### config.mk
export PLATFORM = sky130hd
export DESIGN_NAME = exe_stage_pipe
export DESIGN_NICKNAME = d
export VERILOG_FILES = /design/src/rtl/exe_pkg.sv /design/src/rtl/exe_alu.sv /design/src/rtl/exe_mdu.sv /design/src/rtl/exe_stage_pipe.sv
export SDC_FILE = /design/constraint.sdc
export NUM_CORES = 2
export LEC_CHECK = 0
export CORE_MARGIN = 1
export CORE_UTILIZATION = 59
export CTS_BUF_LIST = sky130_fd_sc_hd__clkbuf_16
export DETAILED_ROUTE_END_ITERATION = 7
export GPL_ROUTABILITY_DRIVEN = 0
export PLACE_DENSITY = 0.84
export SLEW_MARGIN = 5
export SYNTH_ARGS = -nofsm -noshare
export SYNTH_HDL_FRONTEND = slang
export SYNTH_HIERARCHICAL = 1
export SYNTH_SLANG_ARGS = --single-unit
export TNS_END_PERCENT = 50
### constraint.sdc
create_clock -name clk_i -period 6.55 [get_ports clk_i]
set_input_delay 0.9825 -clock clk_i [delete_from_list [all_inputs] [get_ports clk_i]]
set_output_delay 0.9825 -clock clk_i [all_outputs]
set_load 0.05 [all_outputs]
### src/rtl/exe_pkg.sv
// Shared definitions for the execute stage: op codes, memory access sizes,
// FSM state encoding and the byte-lane mask helper.
package exe_pkg;

    // ALU op codes
    localparam logic [5:0] OP_ADD  = 6'h00;
    localparam logic [5:0] OP_SUB  = 6'h01;
    localparam logic [5:0] OP_AND  = 6'h02;
    localparam logic [5:0] OP_OR   = 6'h03;
    localparam logic [5:0] OP_XOR  = 6'h04;
    localparam logic [5:0] OP_SLL  = 6'h05;
    localparam logic [5:0] OP_SRL  = 6'h06;
    localparam logic [5:0] OP_SRA  = 6'h07;
    localparam logic [5:0] OP_SLT  = 6'h08;
    localparam logic [5:0] OP_SLTU = 6'h09;

    // MDU op codes; the low three bits select the operation inside exe_mdu
    localparam logic [5:0] OP_MUL    = 6'h20;
    localparam logic [5:0] OP_MULH   = 6'h21;
    localparam logic [5:0] OP_MULHSU = 6'h22;
    localparam logic [5:0] OP_MULHU  = 6'h23;
    localparam logic [5:0] OP_DIV    = 6'h24;
    localparam logic [5:0] OP_DIVU   = 6'h25;
    localparam logic [5:0] OP_REM    = 6'h26;
    localparam logic [5:0] OP_REMU   = 6'h27;

    typedef enum logic [1:0] {SZ_BYTE, SZ_HALF, SZ_WORD, SZ_DWORD} mem_size_e;

    typedef enum logic [1:0] {ST_IDLE, ST_HOLD, ST_MDU_BUSY} exe_state_e;

    function automatic logic is_mdu_op(input logic [5:0] op);
        return op[5:3] == 3'b100;
    endfunction

    // Unshifted byte-lane mask for an access of 2**size bytes.
    function automatic logic [7:0] size_mask(input logic [1:0] size, input int xlen);
        logic [8:0] m;
        m = (9'd1 << (4'd1 << size)) - 9'd1;
        if (xlen == 32) m[8:4] = '0;
        return m[7:0];
    endfunction

endpackage

### src/rtl/exe_alu.sv
// Combinational ALU.
//   op_i  : op code (non-ALU codes produce 0)
//   a_i   : operand 1, b_i : operand 2
//   y_o   : result
module exe_alu
    import exe_pkg::*;
#(
    parameter int XLEN = 32
) (
    input  logic [5:0]      op_i,
    input  logic [XLEN-1:0] a_i,
    input  logic [XLEN-1:0] b_i,
    output logic [XLEN-1:0] y_o
);
    localparam int SH_W = $clog2(XLEN);

    logic [SH_W-1:0] sh;
    assign sh = b_i[SH_W-1:0];

    always_comb begin
        y_o = '0;
        case (op_i)
            OP_ADD:  y_o = a_i + b_i;
            OP_SUB:  y_o = a_i - b_i;
            OP_AND:  y_o = a_i & b_i;
            OP_OR:   y_o = a_i | b_i;
            OP_XOR:  y_o = a_i ^ b_i;
            OP_SLL:  y_o = a_i << sh;
            OP_SRL:  y_o = a_i >> sh;
            OP_SRA:  y_o = $unsigned($signed(a_i) >>> sh);
            OP_SLT:  y_o = {{(XLEN-1){1'b0}}, $signed(a_i) < $signed(b_i)};
            OP_SLTU: y_o = {{(XLEN-1){1'b0}}, a_i < b_i};
            default: y_o = '0;
        endcase
    end
endmodule

### src/rtl/exe_mdu.sv
// Iterative multiply/divide unit.
//   start_i  : load operands and begin (one-cycle pulse)
//   abort_i  : drop the running operation
//   op_i     : op_code[2:0] (mul, mulh, mulhsu, mulhu, div, divu, rem, remu)
//   a_i, b_i : operands, sampled on start_i
//   done_o   : high in the last busy cycle; result_o is valid from the next cycle
//   result_o : sign-corrected result, stable until the next start
// Operands are converted to magnitudes on start; the sign is re-applied
// combinationally on the output. Divide-by-zero and signed overflow skip
// the iteration and finish in a single busy cycle.
module exe_mdu
    import exe_pkg::*;
#(
    parameter int XLEN = 32
) (
    input  logic            clk_i,
    input  logic            rst_ni,
    input  logic            start_i,
    input  logic            abort_i,
    input  logic [2:0]      op_i,
    input  logic [XLEN-1:0] a_i,
    input  logic [XLEN-1:0] b_i,
    output logic            done_o,
    output logic [XLEN-1:0] result_o
);
    localparam int CNT_W = $clog2(XLEN + 1);

    logic              busy_q, neg_q, special_q;
    logic [CNT_W-1:0]  cnt_q;
    logic [2:0]        op_q;
    logic [XLEN-1:0]   hi_q, lo_q, b_q, spec_res_q;

    // operand preparation
    logic            a_signed, b_signed, a_neg, b_neg, is_div, div_zero, div_ovf;
    logic [XLEN-1:0] a_mag, b_mag, spec_res;

    assign a_signed = (op_i == 3'd1) || (op_i == 3'd2) || (op_i == 3'd4) || (op_i == 3'd6);
    assign b_signed = (op_i == 3'd1) || (op_i == 3'd4) || (op_i == 3'd6);
    assign a_neg    = a_signed && a_i[XLEN-1];
    assign b_neg    = b_signed && b_i[XLEN-1];
    assign a_mag    = a_neg ? -a_i : a_i;
    assign b_mag    = b_neg ? -b_i : b_i;
    assign is_div   = op_i[2];
    assign div_zero = is_div && (b_i == '0);
    assign div_ovf  = is_div && !op_i[0] && (a_i == {1'b1, {(XLEN-1){1'b0}}}) && (b_i == '1);
    assign spec_res = div_zero ? (op_i[1] ? a_i : '1) : (op_i[1] ? '0 : a_i);

    // one iteration step
    logic [XLEN:0] mul_sum, div_sh, div_diff;
    logic          div_ok;

    assign mul_sum  = {1'b0, hi_q} + (lo_q[0] ? {1'b0, b_q} : '0);
    assign div_sh   = {hi_q, lo_q[XLEN-1]};
    assign div_diff = div_sh - {1'b0, b_q};
    assign div_ok   = !div_diff[XLEN];

    always_ff @(posedge clk_i or negedge rst_ni) begin
        if (!rst_ni) begin
            busy_q     <= 1'b0;
            neg_q      <= 1'b0;
            special_q  <= 1'b0;
            cnt_q      <= '0;
            op_q       <= '0;
            hi_q       <= '0;
            lo_q       <= '0;
            b_q        <= '0;
            spec_res_q <= '0;
        end else if (abort_i) begin
            busy_q <= 1'b0;
        end else if (start_i) begin
            busy_q     <= 1'b1;
            op_q       <= op_i;
            // remainder takes the dividend's sign, everything else the xor
            neg_q      <= (is_div && op_i[1]) ? a_neg : (a_neg ^ b_neg);
            special_q  <= div_zero || div_ovf;
            spec_res_q <= spec_res;
            cnt_q      <= (div_zero || div_ovf) ? CNT_W'(1) : CNT_W'(XLEN);
            hi_q       <= '0;
            lo_q       <= a_mag;
            b_q        <= b_mag;
        end else if (busy_q) begin
            cnt_q <= cnt_q - CNT_W'(1);
            if (cnt_q == CNT_W'(1)) busy_q <= 1'b0;
            if (!special_q) begin
                if (op_q[2]) begin
                    hi_q <= div_ok ? div_diff[XLEN-1:0] : div_sh[XLEN-1:0];
                    lo_q <= {lo_q[XLEN-2:0], div_ok};
                end else begin
                    hi_q <= mul_sum[XLEN:1];
                    lo_q <= {mul_sum[0], lo_q[XLEN-1:1]};
                end
            end
        end
    end

    assign done_o = busy_q && (cnt_q == CNT_W'(1));

    logic [2*XLEN-1:0] prod_s;
    logic [XLEN-1:0]   q_s, r_s, mul_res, div_res;

    assign prod_s   = neg_q ? -{hi_q, lo_q} : {hi_q, lo_q};
    assign q_s      = neg_q ? -lo_q : lo_q;
    assign r_s      = neg_q ? -hi_q : hi_q;
    assign mul_res  = (op_q[1:0] == 2'd0) ? prod_s[XLEN-1:0] : prod_s[2*XLEN-1:XLEN];
    assign div_res  = op_q[1] ? r_s : q_s;
    assign result_o = special_q ? spec_res_q : (op_q[2] ? div_res : mul_res);
endmodule

### src/rtl/exe_stage_pipe.sv
// Execute stage with valid/ready on both sides.
//   clk_i, rst_ni            : clock, async active-low reset
//   flush_i                  : kill held instruction, abort MDU
//   in_valid_i / in_ready_o  : decode handshake
//   op_i, src1_i, src2_i     : op code and operands
//   st_data_i, mem_rd_i, mem_wr_i, mem_size_i : memory request fields
//   side_i / side_o          : opaque sideband, registered
//   out_valid_o / out_ready_i: memory-stage handshake
//   result_o, mem_addr_o     : ALU/MDU result (also the address)
//   mem_wdata_o, mem_wmask_o : lane-aligned store data and byte mask
//   mem_wen_o, mem_ren_o, misalign_o : request strobes and alignment fault
// The holding register captures the instruction; the ALU and lane logic work
// combinationally on the held copy, so outputs are stable while stalled.
module exe_stage_pipe
    import exe_pkg::*;
#(
    parameter int XLEN   = 32,
    parameter int SIDE_W = 64,
    parameter bit MDU_EN = 1'b1
) (
    input  logic              clk_i,
    input  logic              rst_ni,
    input  logic              flush_i,
    input  logic              in_valid_i,
    output logic              in_ready_o,
    input  logic [5:0]        op_i,
    input  logic [XLEN-1:0]   src1_i,
    input  logic [XLEN-1:0]   src2_i,
    input  logic [XLEN-1:0]   st_data_i,
    input  logic              mem_rd_i,
    input  logic              mem_wr_i,
    input  logic [1:0]        mem_size_i,
    input  logic [SIDE_W-1:0] side_i,
    output logic              out_valid_o,
    input  logic              out_ready_i,
    output logic [XLEN-1:0]   result_o,
    output logic [XLEN-1:0]   mem_addr_o,
    output logic [XLEN-1:0]   mem_wdata_o,
    output logic [XLEN/8-1:0] mem_wmask_o,
    output logic              mem_wen_o,
    output logic              mem_ren_o,
    output logic              misalign_o,
    output logic [SIDE_W-1:0] side_o
);
    localparam int NB     = XLEN / 8;
    localparam int OFFS_W = $clog2(NB);

    typedef struct packed {
        logic [5:0]        op;
        logic [XLEN-1:0]   src1;
        logic [XLEN-1:0]   src2;
        logic [XLEN-1:0]   st;
        logic              rd;
        logic              wr;
        logic [1:0]        size;
        logic [SIDE_W-1:0] side;
    } hold_t;

    exe_state_e state_q, state_d;
    hold_t      hold_q, hold_d;

    logic accept, out_hs, new_is_mdu, held_is_mdu, mdu_start, mdu_done;
    logic [XLEN-1:0] mdu_res, alu_y;

    assign out_valid_o = (state_q == ST_HOLD);
    assign out_hs      = out_valid_o && out_ready_i;
    assign in_ready_o  = (state_q != ST_MDU_BUSY) && ((state_q == ST_IDLE) || out_hs);
    assign accept      = in_valid_i && in_ready_o && !flush_i;
    assign new_is_mdu  = MDU_EN && is_mdu_op(op_i);
    assign held_is_mdu = MDU_EN && is_mdu_op(hold_q.op);
    assign mdu_start   = accept && new_is_mdu;

    always_comb begin
        state_d = state_q;
        case (state_q)
            ST_IDLE:     if (accept) state_d = new_is_mdu ? ST_MDU_BUSY : ST_HOLD;
            ST_HOLD: begin
                if (accept)      state_d = new_is_mdu ? ST_MDU_BUSY : ST_HOLD;
                else if (out_hs) state_d = ST_IDLE;
            end
            ST_MDU_BUSY: if (mdu_done) state_d = ST_HOLD;
            default:     state_d = ST_IDLE;
        endcase
        if (flush_i) state_d = ST_IDLE;
    end

    always_comb begin
        hold_d = hold_q;
        if (accept) begin
            hold_d.op   = op_i;
            hold_d.src1 = src1_i;
            hold_d.src2 = src2_i;
            hold_d.st   = st_data_i;
            hold_d.rd   = mem_rd_i;
            hold_d.wr   = mem_wr_i;
            hold_d.size = mem_size_i;
            hold_d.side = side_i;
        end
    end

    always_ff @(posedge clk_i or negedge rst_ni) begin
        if (!rst_ni) begin
            state_q <= ST_IDLE;
            hold_q  <= '0;
        end else begin
            state_q <= state_d;
            hold_q  <= hold_d;
        end
    end

    exe_alu #(.XLEN(XLEN)) u_alu (
        .op_i (hold_q.op),
        .a_i  (hold_q.src1),
        .b_i  (hold_q.src2),
        .y_o  (alu_y)
    );

    // The MDU samples operands straight from the input port on accept, so it
    // starts iterating in the first busy cycle.
    if (MDU_EN) begin : g_mdu
        exe_mdu #(.XLEN(XLEN)) u_mdu (
            .clk_i    (clk_i),
            .rst_ni   (rst_ni),
            .start_i  (mdu_start),
            .abort_i  (flush_i),
            .op_i     (op_i[2:0]),
            .a_i      (src1_i),
            .b_i      (src2_i),
            .done_o   (mdu_done),
            .result_o (mdu_res)
        );
    end else begin : g_no_mdu
        assign mdu_done = 1'b0;
        assign mdu_res  = '0;
    end

    assign result_o   = held_is_mdu ? mdu_res : alu_y;
    assign mem_addr_o = result_o;
    assign side_o     = hold_q.side;

    // byte-lane logic
    logic [OFFS_W-1:0] offs;
    logic [3:0]        align_m;
    logic              misal_raw, req_ok, lane_ok;
    logic [7:0]        smask;

    assign offs      = result_o[OFFS_W-1:0];
    assign align_m   = (4'd1 << hold_q.size) - 4'd1;
    assign misal_raw = |(offs & align_m[OFFS_W-1:0]);
    assign req_ok    = out_valid_o && (hold_q.rd || hold_q.wr);
    assign lane_ok   = req_ok && !misal_raw;
    assign smask     = size_mask(hold_q.size, XLEN);

    assign misalign_o  = req_ok && misal_raw;
    assign mem_wmask_o = lane_ok ? NB'({8'b0, smask} << offs) : '0;
    assign mem_wdata_o = hold_q.st << {offs, 3'b000};
    assign mem_wen_o   = lane_ok && hold_q.wr;
    assign mem_ren_o   = lane_ok && hold_q.rd;
endmodule

==> results.md <==
- Status: finished, violations left
- Failing checks: design-rule violations
- Worst reg2reg path depth: 12
- Reg2reg end: g_mdu.u_mdu/hi_q[1]
- Routed via count: 31,600
- Iter 0 DRT Violations: roughly 5,400
- Crit share post-route: 0.977
- Count of pins over their slew limit: 0
- Simple logic cell fraction of the synthesized area: 0.158
- Clock Latency Late Sink: 560 ps
- H-Tree Depth: 2
- Dpl hpwl: 86.0 mm
- CTS tree: built
- Share of layout cells above drive strength 1: 0.126
- Final Cell Area: between 30,000 and 40,000 sq um
- Cell internal pwr: 7.20 mW
- Reg2reg start: g_mdu.u_mdu/lo_q[31]
- Mux cell area share after synthesis: 0.139
- CTS Hold Buffers Added: 0
- Final Critical Period: 6400 ps
- Commonest cells in the synthesized netlist: 374 x nand2_1, 364 x o21ai_0, 349 x nor2_1
- Final hold slack: 440 ps
- Fin Clk Skew: 15.7 ps
- Cts bufs inserted: 37
- Main combinational cell family by area after synthesis: compound AO/OA/AOI/OAI gates
- CTS max path bufs: 3
- Critical path's most frequent cell: o21ai_0
- CORE AREA: 51,700 sq um
- Setup CP Type: reg -> out
- Reg power frac: 0.204
- Setup Fix Bufs, Post-CTS: 0
- EDFF count, synth: 0
- Synthesis-to-layout area growth: 14.3%
- Finished Layout Cells: 4,634
- Adder-cell share of the synthesized area: 0.0718
- Syn_area_per_cell: 8.10 sq um
- Detailed Routing Iterations Pass 1: 8
- Die Span X: 232 um
- Cell Chain, Critical Path: or4_4, nand4b_4, or3_4, or3_4, o21ai_0, xnor2_1, o21ai_0, o21ai_0, mux2_2, nand4bb_1, o21a_4, inv_2, clkdlybuf4s50_1
- FF-to-FF setup slack: 2210 ps
- I/O pins: 344
- Total Nets Final: 4,276
- Top FF cell, synth: dfrtp_1
- First-pass GRT wire length: 171 mm
- Comb pwr share: 0.671
- Die Span Y: 232 um
- Maxcap violations: 0
- Mapped Area: 31,100 sq um
- Final core area utilization: 0.688
- Syn nets: 4,190
- Final TNS setup: 0 ps
- Cell with the most instances after synthesis: nand2_1
- Final WL: 113 mm
- CP arrival: 5420 ps
- Peak Freq: 0.156 GHz
- Yosys top cell area share: 0.251
- Drt drc: 60
- Max IR drop VDD: just over 0.0004 V
- DP Area: 34,500 sq um
- GRT Overall Usage: 0.412
- Worst Path Required: about 5600 ps
- Placed Cells: 4,566
- Grt ovf: 0
- Starting Density: 0.602
- Xor/xnor share of the synthesized area: 0.0605
- Seq cells post-synth: 312
- Vias/cell: 6.81
- Compound-Gate Fraction of Synth Area: 0.235
- Syn. warnings: 6
- PwrDens: 427 nW/um^2
- Sw power: between 7 and 8 mW
- Cell taking the most area after synthesis: dfrtp_1
- Asr flop ratio synth: 1.00
- Clock sink count: 312
- Clk pwr share: 0.125
- Synth top area cells: dfrtp_1 25%, mux2_2 7.2%, ha_1 6.9%
- Clock-pin slew on the worst setup and hold paths: around 50 ps
- Final setup fails: 0
- IO buf count: around 340
- Pin count of the biggest net entering global routing: 174
- Root Driver: clkbuf_16
- Worst Tran Pin Value: 1160 ps
- Leakage: 15.2 nW
- Startpoint types: register
- Slew headroom: 0.222
- Initial antenna violation count: 6
- Element type at the critical path end: primary output
- Yosys cell types: 107
- Unrepaired setup endpoints after global routing: no
- Fin. Hold Viols: 0
- Slowest cell delay on critical path: 890 ps
- Syn Inst Count: 3,839
- DR WL/cell: 24.5 um
- Worst hold path class: in -> async
- Antenna Nets Post-Route: 0
- Site row count: 83
- Die area: 53,700 sq um
- Cts repair resizes: 0
- CP max-delay cell: clkdlybuf4s50_1
- CP Max Fanout: 21
- Seq/Total Area, Yosys: 0.251
- Switching Fraction: 0.526
- Vias in the first global route: 28,900
-- registers in the layout, indices dropped and copies added, names as in the netlist, 2 cells and up --
signal	cells
side_o	64
hold_q	106
g_mdu.u_mdu/lo_q	32
g_mdu.u_mdu/hi_q	32
g_mdu.u_mdu/b_q	32
g_mdu.u_mdu/cnt_q	6
g_mdu.u_mdu/spec_res_q	32
state_q	2
g_mdu.u_mdu/op_q	3
-- worst max path at each step --
| stage | from | endpoint | slack (ps) | cells past startpoint |
|---|---|---|---|---|
| final | g_mdu.u_mdu/lo_q[14] | result_o[1] | 150 | 13 |
| after floorplan | hold_q[102] | mem_wdata_o[16] | 580 | 19 |
| after CTS | g_mdu.u_mdu/lo_q[0] | mem_wmask_o[2] | 160 | 16 |
| after detailed placement | g_mdu.u_mdu/lo_q[0] | mem_wmask_o[2] | 770 | 16 |
| after global placement | g_mdu.u_mdu/lo_q[0] | mem_wmask_o[2] | 900 | 16 |
| after global routing | g_mdu.u_mdu/lo_q[13] | mem_addr_o[1] | 20 | 13 |
-- metal layers --
layer | routed length [um] | vias to the layer above | GRT usage
li1 | - | 13900 | -
met1 | 41700 | 14700 | 0.530
met2 | 46500 | 2492 | 0.599
met3 | 16900 | 522 | 0.139
met4 | 8250 | 4 | 0.244
met5 | 27 | - | 0
-- per-stage QoR --
step	worst slack [ps]	power, mW
after CTS	158	14.8
after floorplan	577	9.94
after detailed placement	771	12.8
final	152	15.2
after global routing	19.5	15.9
after global placement	901	12.7
-- layout by cell type, fill, tap and decap left out, types with 12 or more instances in the layout --
cell             instances
nand2_1                372
o21ai_0                364
nor2_1                 348
a21oi_1                305
dfrtp_1                304
clkdlybuf4s50_1        247
mux2_2                 200
inv_1                  191
ha_1                   172
xnor2_1                125
mux2i_1                124
xor2_1                  90
buf_4                   87
nor3_1                  71
buf_12                  62
o211ai_1                56
a211oi_1                47
o31ai_1                 41
clkbuf_16               37
nand3_1                 36
nand4_1                 34
nand2b_1                33
a21o_1                  31
mux4_2                  31
a22oi_1                 29
or3_1                   26
o21ai_1                 23
nor4_1                  22
o22ai_1                 21
a31oi_1                 20
a221oi_1                20
o221ai_1                20
and3_1                  19
and2_1                  19
o21bai_1                19
o41ai_1                 18
nor2b_1                 15
or4_1                   14
o21a_1                  14
a21boi_0                12
-- power by group through the flow --
stage	Sequential, mW	Clock [mW]	Combinational, mW
final	3.10	1.90	10.2
after CTS	3.05	1.92	9.82
after global placement	3.05	0	9.63
after global routing	3.15	2.00	10.7
after floorplan	2.73	0	7.20
after detailed placement	3.08	0	9.76
-- cell families (layout without fill, tap and decap cells) --
family                     Yosys count  after routing
AOI/OAI and AO/OA                 1158           1158
and+or+nand+nor                   1072           1072
buffers and inverters              539            650
muxes                              367            367
DFF                                312            312
xor gates and xnor gates           215            215
adders and majority gates          176            176
other                                0              4
-- critical path: cells and delay by family (launching register included) --
kind / cells / cell delay [ps]
buffers and inverters: 2 / 1250
xor gates and xnor gates: 1 / 140
AOI/OAI and AO/OA: 4 / 830
DFF: 1 / 430
and+or+nand+nor: 5 / 1910
muxes: 1 / 290
-- final cells by class --
class                           count  area (sq um)
Multi-Input combinational cell   2988         20700
Clock inverter                     27           153
Sequential cell                   312          7820
Clock buffer                       37           926
Tap cell                          680           851
Inverter                          189           713
Antenna cell                        4          10.0
Fill cell                        4167         16100
Timing Repair Buffer              397          4380
Power figures use the tool's default switching activity.
